===== config.mk =====
export PLATFORM = sky130hd
export DESIGN_NAME = wca_tx_dc_correct
export DESIGN_NICKNAME = d
export VERILOG_FILES = /design/src/rtl/wca_tx_dc_correct.sv
export SDC_FILE = /design/constraint.sdc
export NUM_CORES = 1
export LEC_CHECK = 0
export CAP_MARGIN = 40
export CORE_MARGIN = 4
export CORE_UTILIZATION = 60
export DETAILED_ROUTE_END_ITERATION = 10
export PLACE_DENSITY = 0.93
export SYNTH_ARGS = -nofsm -noshare
export SYNTH_HDL_FRONTEND = slang
export SYNTH_SLANG_ARGS = --single-unit

===== constraint.sdc =====
create_clock -name clock -period 5.1 [get_ports clock]
set_input_delay 1.02 -clock clock [delete_from_list [all_inputs] [get_ports clock]]
set_output_delay 1.02 -clock clock [all_outputs]
set_load 0.01 [all_outputs]

===== src/rtl/wca_tx_dc_correct.sv =====
// Transmit-path DC correction: adds a per-channel (I/Q) bias to an interleaved
// 12-bit sample stream. New bias targets are reached with an exact linear ramp
// of 2^RAMP_LOG2 pair-steps so calibration updates produce no transient spur.
module wca_tx_dc_correct #(
    parameter int RAMP_LOG2 = 4
) (
    input  logic        clock,
    input  logic        reset,
    input  logic        strobe,
    input  logic        iqSel,
    input  logic [11:0] sig_in,
    input  logic [11:0] offset_i,
    input  logic [11:0] offset_q,
    input  logic        load,
    input  logic        clip_clr,
    output logic [11:0] sigout,
    output logic        strobe_out,
    output logic [11:0] cur_i,
    output logic [11:0] cur_q,
    output logic        busy,
    output logic        clipped
);

    // Accumulator carries RAMP_LOG2 fractional bits below the applied integer offset.
    localparam int W = 12 + RAMP_LOG2;
    localparam logic [8:0] CNT_INIT = 9'((1 << RAMP_LOG2) - 1);

    typedef enum logic {
        ST_IDLE,
        ST_RAMP
    } state_t;

    state_t state_q, state_d;

    // Index 0 is the I channel, index 1 is the Q channel.
    logic signed [W-1:0] acc_q  [2];
    logic signed [W-1:0] acc_d  [2];
    logic signed [11:0]  tgt_q  [2];   // pending target, written by load
    logic signed [11:0]  tgt_d  [2];
    logic signed [11:0]  rtgt_q [2];   // target of the ramp currently running
    logic signed [11:0]  rtgt_d [2];
    logic signed [12:0]  step_q [2];
    logic signed [12:0]  step_d [2];
    logic [8:0]          cnt_q, cnt_d;
    logic                pending_q, pending_d;

    logic [11:0]         sigout_q, sigout_d;
    logic                strobe_out_q, strobe_out_d;
    logic                clipped_q, clipped_d;

    logic signed [11:0]  cur      [2];
    logic signed [11:0]  offs     [2];
    logic signed [12:0]  step_new [2];

    assign offs[0] = offset_i;
    assign offs[1] = offset_q;

    genvar gi;
    generate
        for (gi = 0; gi < 2; gi++) begin : g_chan
            // Applied offset is the floor of the accumulator (drop fraction bits).
            assign cur[gi]      = acc_q[gi][W-1:RAMP_LOG2];
            // Per-pair increment for a fresh ramp, full 13-bit signed difference.
            assign step_new[gi] = {tgt_q[gi][11], tgt_q[gi]} - {cur[gi][11], cur[gi]};
        end
    endgenerate

    // End of an I/Q pair: offsets only ever move after a Q sample.
    logic pair_end;
    assign pair_end = strobe & iqSel;

    // Datapath: add the pre-update offset of the sample's channel, saturate to 12 bits.
    logic signed [11:0] sel_off;
    logic signed [12:0] sum;
    logic               sat_hi, sat_lo;
    logic [11:0]        sat_val;

    always_comb begin
        sel_off = iqSel ? cur[1] : cur[0];
        sum     = {sel_off[11], sel_off} + {sig_in[11], sig_in};
        sat_hi  = (sum[12:11] == 2'b01);
        sat_lo  = (sum[12:11] == 2'b10);
        if (sat_hi) begin
            sat_val = 12'h7FF;
        end else if (sat_lo) begin
            sat_val = 12'h800;
        end else begin
            sat_val = sum[11:0];
        end

        sigout_d     = strobe ? sat_val : sigout_q;
        strobe_out_d = strobe;
        // A saturation on this edge beats a simultaneous clear.
        if (strobe && (sat_hi || sat_lo)) begin
            clipped_d = 1'b1;
        end else if (clip_clr) begin
            clipped_d = 1'b0;
        end else begin
            clipped_d = clipped_q;
        end
    end

    // Ramp control: start a pending ramp at a pair boundary, step once per pair.
    always_comb begin
        state_d   = state_q;
        acc_d     = acc_q;
        tgt_d     = tgt_q;
        rtgt_d    = rtgt_q;
        step_d    = step_q;
        cnt_d     = cnt_q;
        pending_d = pending_q;

        case (state_q)
            ST_IDLE: begin
                if (pending_q && pair_end) begin
                    pending_d = 1'b0;
                    if (RAMP_LOG2 == 0) begin
                        // Single-step update: jump straight to the target.
                        for (int ch = 0; ch < 2; ch++) begin
                            acc_d[ch] = W'(tgt_q[ch]);
                        end
                    end else begin
                        for (int ch = 0; ch < 2; ch++) begin
                            step_d[ch] = step_new[ch];
                            rtgt_d[ch] = tgt_q[ch];
                            acc_d[ch]  = acc_q[ch] + W'(step_new[ch]);
                        end
                        cnt_d   = CNT_INIT;
                        state_d = ST_RAMP;
                    end
                end
            end
            ST_RAMP: begin
                if (pair_end) begin
                    if (cnt_q == 9'd1) begin
                        // Last step lands exactly on the target; write it directly.
                        for (int ch = 0; ch < 2; ch++) begin
                            acc_d[ch] = W'(rtgt_q[ch]) <<< RAMP_LOG2;
                        end
                        cnt_d   = 9'd0;
                        state_d = ST_IDLE;
                    end else begin
                        for (int ch = 0; ch < 2; ch++) begin
                            acc_d[ch] = acc_q[ch] + W'(step_q[ch]);
                        end
                        cnt_d = cnt_q - 9'd1;
                    end
                end
            end
            default: state_d = ST_IDLE;
        endcase

        // A load is captured after any consumption above, so it is never lost.
        if (load) begin
            tgt_d     = offs;
            pending_d = 1'b1;
        end
    end

    // State and output registers.
    always_ff @(posedge clock) begin
        if (reset) begin
            state_q      <= ST_IDLE;
            cnt_q        <= 9'd0;
            pending_q    <= 1'b0;
            sigout_q     <= 12'd0;
            strobe_out_q <= 1'b0;
            clipped_q    <= 1'b0;
            for (int ch = 0; ch < 2; ch++) begin
                acc_q[ch]  <= '0;
                tgt_q[ch]  <= '0;
                rtgt_q[ch] <= '0;
                step_q[ch] <= '0;
            end
        end else begin
            state_q      <= state_d;
            cnt_q        <= cnt_d;
            pending_q    <= pending_d;
            sigout_q     <= sigout_d;
            strobe_out_q <= strobe_out_d;
            clipped_q    <= clipped_d;
            for (int ch = 0; ch < 2; ch++) begin
                acc_q[ch]  <= acc_d[ch];
                tgt_q[ch]  <= tgt_d[ch];
                rtgt_q[ch] <= rtgt_d[ch];
                step_q[ch] <= step_d[ch];
            end
        end
    end

    assign sigout     = sigout_q;
    assign strobe_out = strobe_out_q;
    assign cur_i      = cur[0];
    assign cur_q      = cur[1];
    assign busy       = (state_q == ST_RAMP) | pending_q;
    assign clipped    = clipped_q;

endmodule


## Word level (Yosys, flattened, before mapping)

Index checks and enable logic that the tools add are counted.
W data, S select, Z words.

- $add $sub $neg: 8
- Equal/unequal tests: 6
- Multiplexer cells: 20
- Bitwise logic cells: 3
- Reductions and logical operators: 8

Operators by type and width:

| operator | count |
|---|---|
| $mux W32 | 3 |
| $add A16 B13 Y16 | 4 |
| $pmux W32 S2 | 1 |
| $mux W12 | 3 |
| $mux W9 | 3 |
| $sub A12 B12 Y13 | 2 |
| $pmux W9 S2 | 1 |
| $add A12 B12 Y13 | 1 |
| $eq A9 B1 Y1 const B | 1 |
| $sub A9 B1 Y9 const B | 1 |
| $mux W1 | 8 |
| $reduce_and A2 Y1 | 3 |
| $ne A2 B2 Y1 const B | 2 |
| $reduce_bool A2 Y1 | 2 |
| $eq A2 B1 Y1 const B | 1 |
| $eq A2 B2 Y1 const B | 1 |
| $logic_and A1 B1 Y1 | 2 |
| $ne A2 B1 Y1 const B | 1 |
| $pmux W1 S2 | 1 |
| $and A1 B1 Y1 | 1 |
| $logic_or A1 B1 Y1 | 1 |
| $not A1 Y1 | 1 |
| $or A1 B1 Y1 | 1 |

- Flip-flop bits (word level): 131
- Bits of input ports: 42
- Output and inout bits: 39
- Word-level logic and storage cells: 59

## Logic depth before layout (Yosys ltp)

Gate-level depths: netlist of run 1.

- Depth after elaboration: 6
- Depth in mapped cells: 20

## Least setup slack after synthesis of run 1

Ideal clock, no wire load.

- Path kind: input-to-reg
- From: in iqSel
- To: reg sigout_q[10], in the netlist sigout[10]
- Data arrival time: 4.411 ns
- Data required time: 4.983 ns
- Slack: 0.571 ns
- Cell stages on the path: 18
- Path through: clkbuf_1 -> mux2_2 -> ha_1 -> fa_1 -> a21o_1 -> a21oi_1 -> o21bai_1 -> a21oi_1 -> o21ai_1 -> a211oi_1 -> nor2_1 -> o21a_1 -> o31a_1 -> ha_1 -> nand2b_1 -> clkbuf_1 -> o21bai_1 -> nand2_1

- Word-level cells in the longest chain between the ends: 5
- Elaborated cells between the ends (all ways): 6
- Classes of those cells: add/sub (1); eq/ne (2); mux (3)

Ends and longest elaborated chain:

| element | line | source |
|---|---|---|
| from (decl) | 10 | `input logic iqSel,` |
| $mux W12 (*) | 79 | `sel_off = iqSel ? cur[1] : cur[0];` |
| $add A12 B12 Y13 (*) | 80 | `sum = {sel_off[11], sel_off} + {sig_in[11], sig_in};` |
| $eq A2 B2 Y1 | 82 | `sat_lo = (sum[12:11] == 2'b10);` |
| $mux W12 | 85 | `end else if (sat_lo) begin` |
| $mux W12 (*) | 83 | `if (sat_hi) begin` |
| to (signal assigned) | 179 | `sigout_q <= sigout_d;` |
| to (decl) | 47 | `logic [11:0] sigout_q, sigout_d;` |

Mark *: on every way between the ends. The rest lies on a longest branch, timed or not.
A chain may end at the register's enable or synchronous reset.

## Worst setup path in the final report of run 1

- From: in iqSel
- To: reg sigout_q[2], in the netlist sigout[2]

Same word-level chain as after synthesis.

==> results.py, run 1 <==
metrics = {
    "run_status": {
        "status": "finished, final reports clean",
    },
    "placed_design": {
        "hpwl_um": 19300,
        "placed_cells": 1480,
        "io_buffers": 80,
        "placed_area_um2": 10500,
        "gp_congestion": 0.982,
    },
    "routing": {
        "dr.pass1.iters": 6,
        "drcViolationCount": 0,
        "routed_wl_um": 28600,
        "wl_per_cell_um": 18.9,
        "via_per_inst": 6.39,
        "antenna_left": 0,
        "initialDrtViolationCount": 1273,
        "vias": 9662,
    },
    "logic_synthesis": {
        "netlist_instances": 1250,
        "synth_area_leaders": "dfxtp_1 (27%), ha_1 (14%), a21oi_1 (7.0%)",
        "synth_enable_flop_cells": 0,
        "synth_area_um2": 9800,
        "ys_types": 76,
        "syn-num-nets": 1405,
        "synth_top_area_share_pct": 26.8,
        "synthFlopType": "dfxtp_1",
        "synth_top_cell_by_area": "dfxtp_1",
        "ys_warn_count": 0,
        "syn_area_per_cell_um2": 7.84,
        "yosysSeqAreaShare_pct": 26.8,
        "synthTopCellsByCount": "nand2_1 (171), a21oi_1 (137), dfxtp_1 (131)",
        "synth_most_common_cell": "nand2_1",
        "async_flop_share_pct": 0,
        "ys_seq_elements": 131,
    },
    "power_and_ir_drop": {
        "powerDensity_nw_per_um2": 317,
        "power_w": 0.00352,
        "p_leak_nw": 4.57,
        "irDropWorstVdd_mv": 0.248,
    },
    "worst_setup_path": {
        "rrSetupSlack_ps": 580,
        "cp-start-kind": "input pin",
        "reg2reg_to": "cur_q[11]",
        "cp_common_cell": "a21oi_1",
        "critical_path.top_delay_family": "compound AO/OA/AOI/OAI gates",
        "worstPathArrival_ps": 5100,
        "slowest_delay_ps": 520,
        "end_kind": "register",
        "worst-r2r-cell-count": 15,
        "crit_fanout": 9,
        "timing.rr.start": "cur_q[1]",
        "critical_path_required_ps": 5390,
        "crit_buf_inv": 2,
        "cp_slowest_cell": "clkdlybuf4s50_1",
        "critPathKind": "in2reg",
        "path_cells": "clkdlybuf4s50_1 > mux2_2 > ha_1 > fa_1 > a21o_1 > a21oi_1 > o21bai_1 > a21oi_1 > o21ai_1 > a211oi_1 > nor2_1 > o21a_1 > o31ai_1 > ha_1 > clkinv_1 > a21oi_1 > nor3_1",
    },
    "sta": {
        "setup_viol": 0,
        "finalMaxSlewViolations": 0,
        "skew_ps": 9.84,
        "post-route-min-period_ps": 4800,
        "tightest_slew_ps": 893,
        "relSlewSlack_pct": 40.5,
        "max_clock_freq_mhz": 208,
        "hold_viol": 0,
        "final.setup.tns_ps": 0,
        "timing.hold.ws_ps": 454,
        "fin_crit_sh_pct": 94.2,
        "rsz0062_at_grt": "false",
    },
    "hold_path": {
        "min_from": "rtgt_q[0]",
        "whs_path_depth": 2,
        "hold_path_class": "reg2reg",
        "holdPathEnd": "rtgt_q[0]",
    },
    "die": {
        "dieArea_um2": 18400,
        "die_h_um": 136,
        "die_x_um": 136,
        "core-area_um2": 15900,
        "start_util_pct": 61.4,
        "ios": 81,
        "rows": 46,
    },
    "global_route": {
        "grt_pass1_vias": 9125,
        "overflow": 0,
        "grt_pass1_wl_um": 45400,
        "grt_max_degree": 74,
        "grt_usage_pct": 30.7,
        "antenna_found_initial": 0,
    },
    "clock_network": {
        "cts_resized": 0,
        "cts_made_buffers": 17,
        "post_cts_buffers": 0,
        "cts_tree": "done",
        "clk_latency_ps": 440,
        "htreeDepth": 4,
        "hold_buffers": 0,
        "cts.sinks": 131,
        "clock_path_buffers": 2,
        "path_clk_slew_ps": 70,
        "cts_root_buf": "clkbuf_16",
    },
    "final_layout": {
        "finalNonFillerCells": 1512,
        "antenna_cells": 0,
        "fin_area_um2": 11100,
        "area_growth_pct": 13.6,
        "drive_gt1_share_pct": 5.02,
        "fillers": 1167,
        "multi_input_area_um2": 6560,
        "fin_nets": 1438,
        "final-seq-area_um2": 2620,
    },
    "run": {
        "cap_violations": 0,
    },
}
==> registers in the layout (all words and copies together) (netlist names) <==
name	cells
strobe_out	1
tgt_q	24
acc_q	8
cur_q	12
pending_q	1
state_q	1
sigout	12
clipped	1
cnt_q	9
step_q	26
cur_i	12
rtgt_q	24
==> area by class of cell <==
type | instances | area share (%)
repair buffers | 93 | 8.01
multi-input cells | 987 | 59.0
well taps | 216 | 2.43
clock buffers | 18 | 3.95
flip-flops and latches | 131 | 23.6
inverters | 53 | 1.79
clock inverters | 14 | 1.27
==> routing by layer <==
metal	share of wire [%]	wire length, µm	global-route usage, %
met3	9.1	2590	6.43
met5	0	0	0
met4	4.8	1370	15.2
met2	46	13100	49.8
met1	40	11500	38.8
==> worst max-delay path by stage <==
| stage | endpoint | cells after the start | slack, ps | startpoint |
|---|---|---|---|---|
| 2_1_floorplan | sigout[10] | 18 | 570 | iqSel |
| 3_3_place_gp | sigout[1] | 17 | 110 | iqSel |
| 3_5_place_dp | sigout[4] | 17 | -40 | iqSel |
| 4_1_cts | sigout[2] | 17 | 370 | iqSel |
| 5_1_grt | sigout[6] | 17 | 100 | iqSel |
| 6_report | sigout[2] | 17 | 300 | iqSel |
==> cells by family after synthesis <==
kind of cell,Yosys count,share of synthesized area (%)
flops,131,26.8
mux,31,3.31
fa+ha+maj,113,15.0
compound gates,361,23.7
xor+xnor,76,6.80
simple gates,406,18.1
buf+inv,132,6.39
==> cell usage in the layout, fill, tap and decap left out, drive strengths merged, types with 3 or more instances in the layout <==
cell type      Yosys  layout
a311oi             3       3
nor2             118     118
xor2              23      23
ha               106     106
o21a              16      16
nand2            171     171
a2111oi            6       6
xnor2             53      53
o22ai              3       3
dfxtp            131     131
nor3              45      45
o41ai              4       4
a21o              23      23
fa                 7       7
and3               9       9
or2                5       5
nand3             14      14
a221oi             5       5
o311ai             5       5
clkinvlp           0       4
a21oi            138     138
clkdlybuf4s50      0      78
clkbuf            45      18
o31ai              7       7
nor2b             10      10
a31o               4       4
a211oi            21      21
mux2i             30      30
buf               34      15
or3                6       6
a31oi             10      10
o21bai            13      13
inv               52      60
o211ai            22      22
nor4               5       5
o21ai             59      59
nand2b            12      12
==> report_power, final <==
group / internal, W / switching, W
Clock: 0.000697 / 0.000534
Combinational: 0.000491 / 0.000655
Sequential: 0.00108 / 0.0000648
Total: 0.00227 / 0.00125
==> metrics by stage <==
step	worst slack (ps)	utilization (%)
6_report	297	69.8
5_1_grt	101	69.8
4_1_cts	374	69.8
3_5_place_dp	-42.5	66.1
3_3_place_gp	107	66.1
2_1_floorplan	571	-
==> worst reg2reg max path: cells and delay by family, from the launching register on <==
family	cells	cell delay [ps]
AO/OA/AOI/OAI	10	2640
XOR/XNOR	1	170
adder cells (fa/ha/maj)	2	850
buffers and inverters	1	140
flip-flops	1	530
AND/OR/NAND/NOR	1	80
Note: power is estimated with default switching activity, not from simulation.
==> run 2, diff against run 1 <==
Settings changed: CAP_MARGIN 40 to 10.
==> results of run 2 <==
Final layout, timing and power as in run 1 (identical DEF).
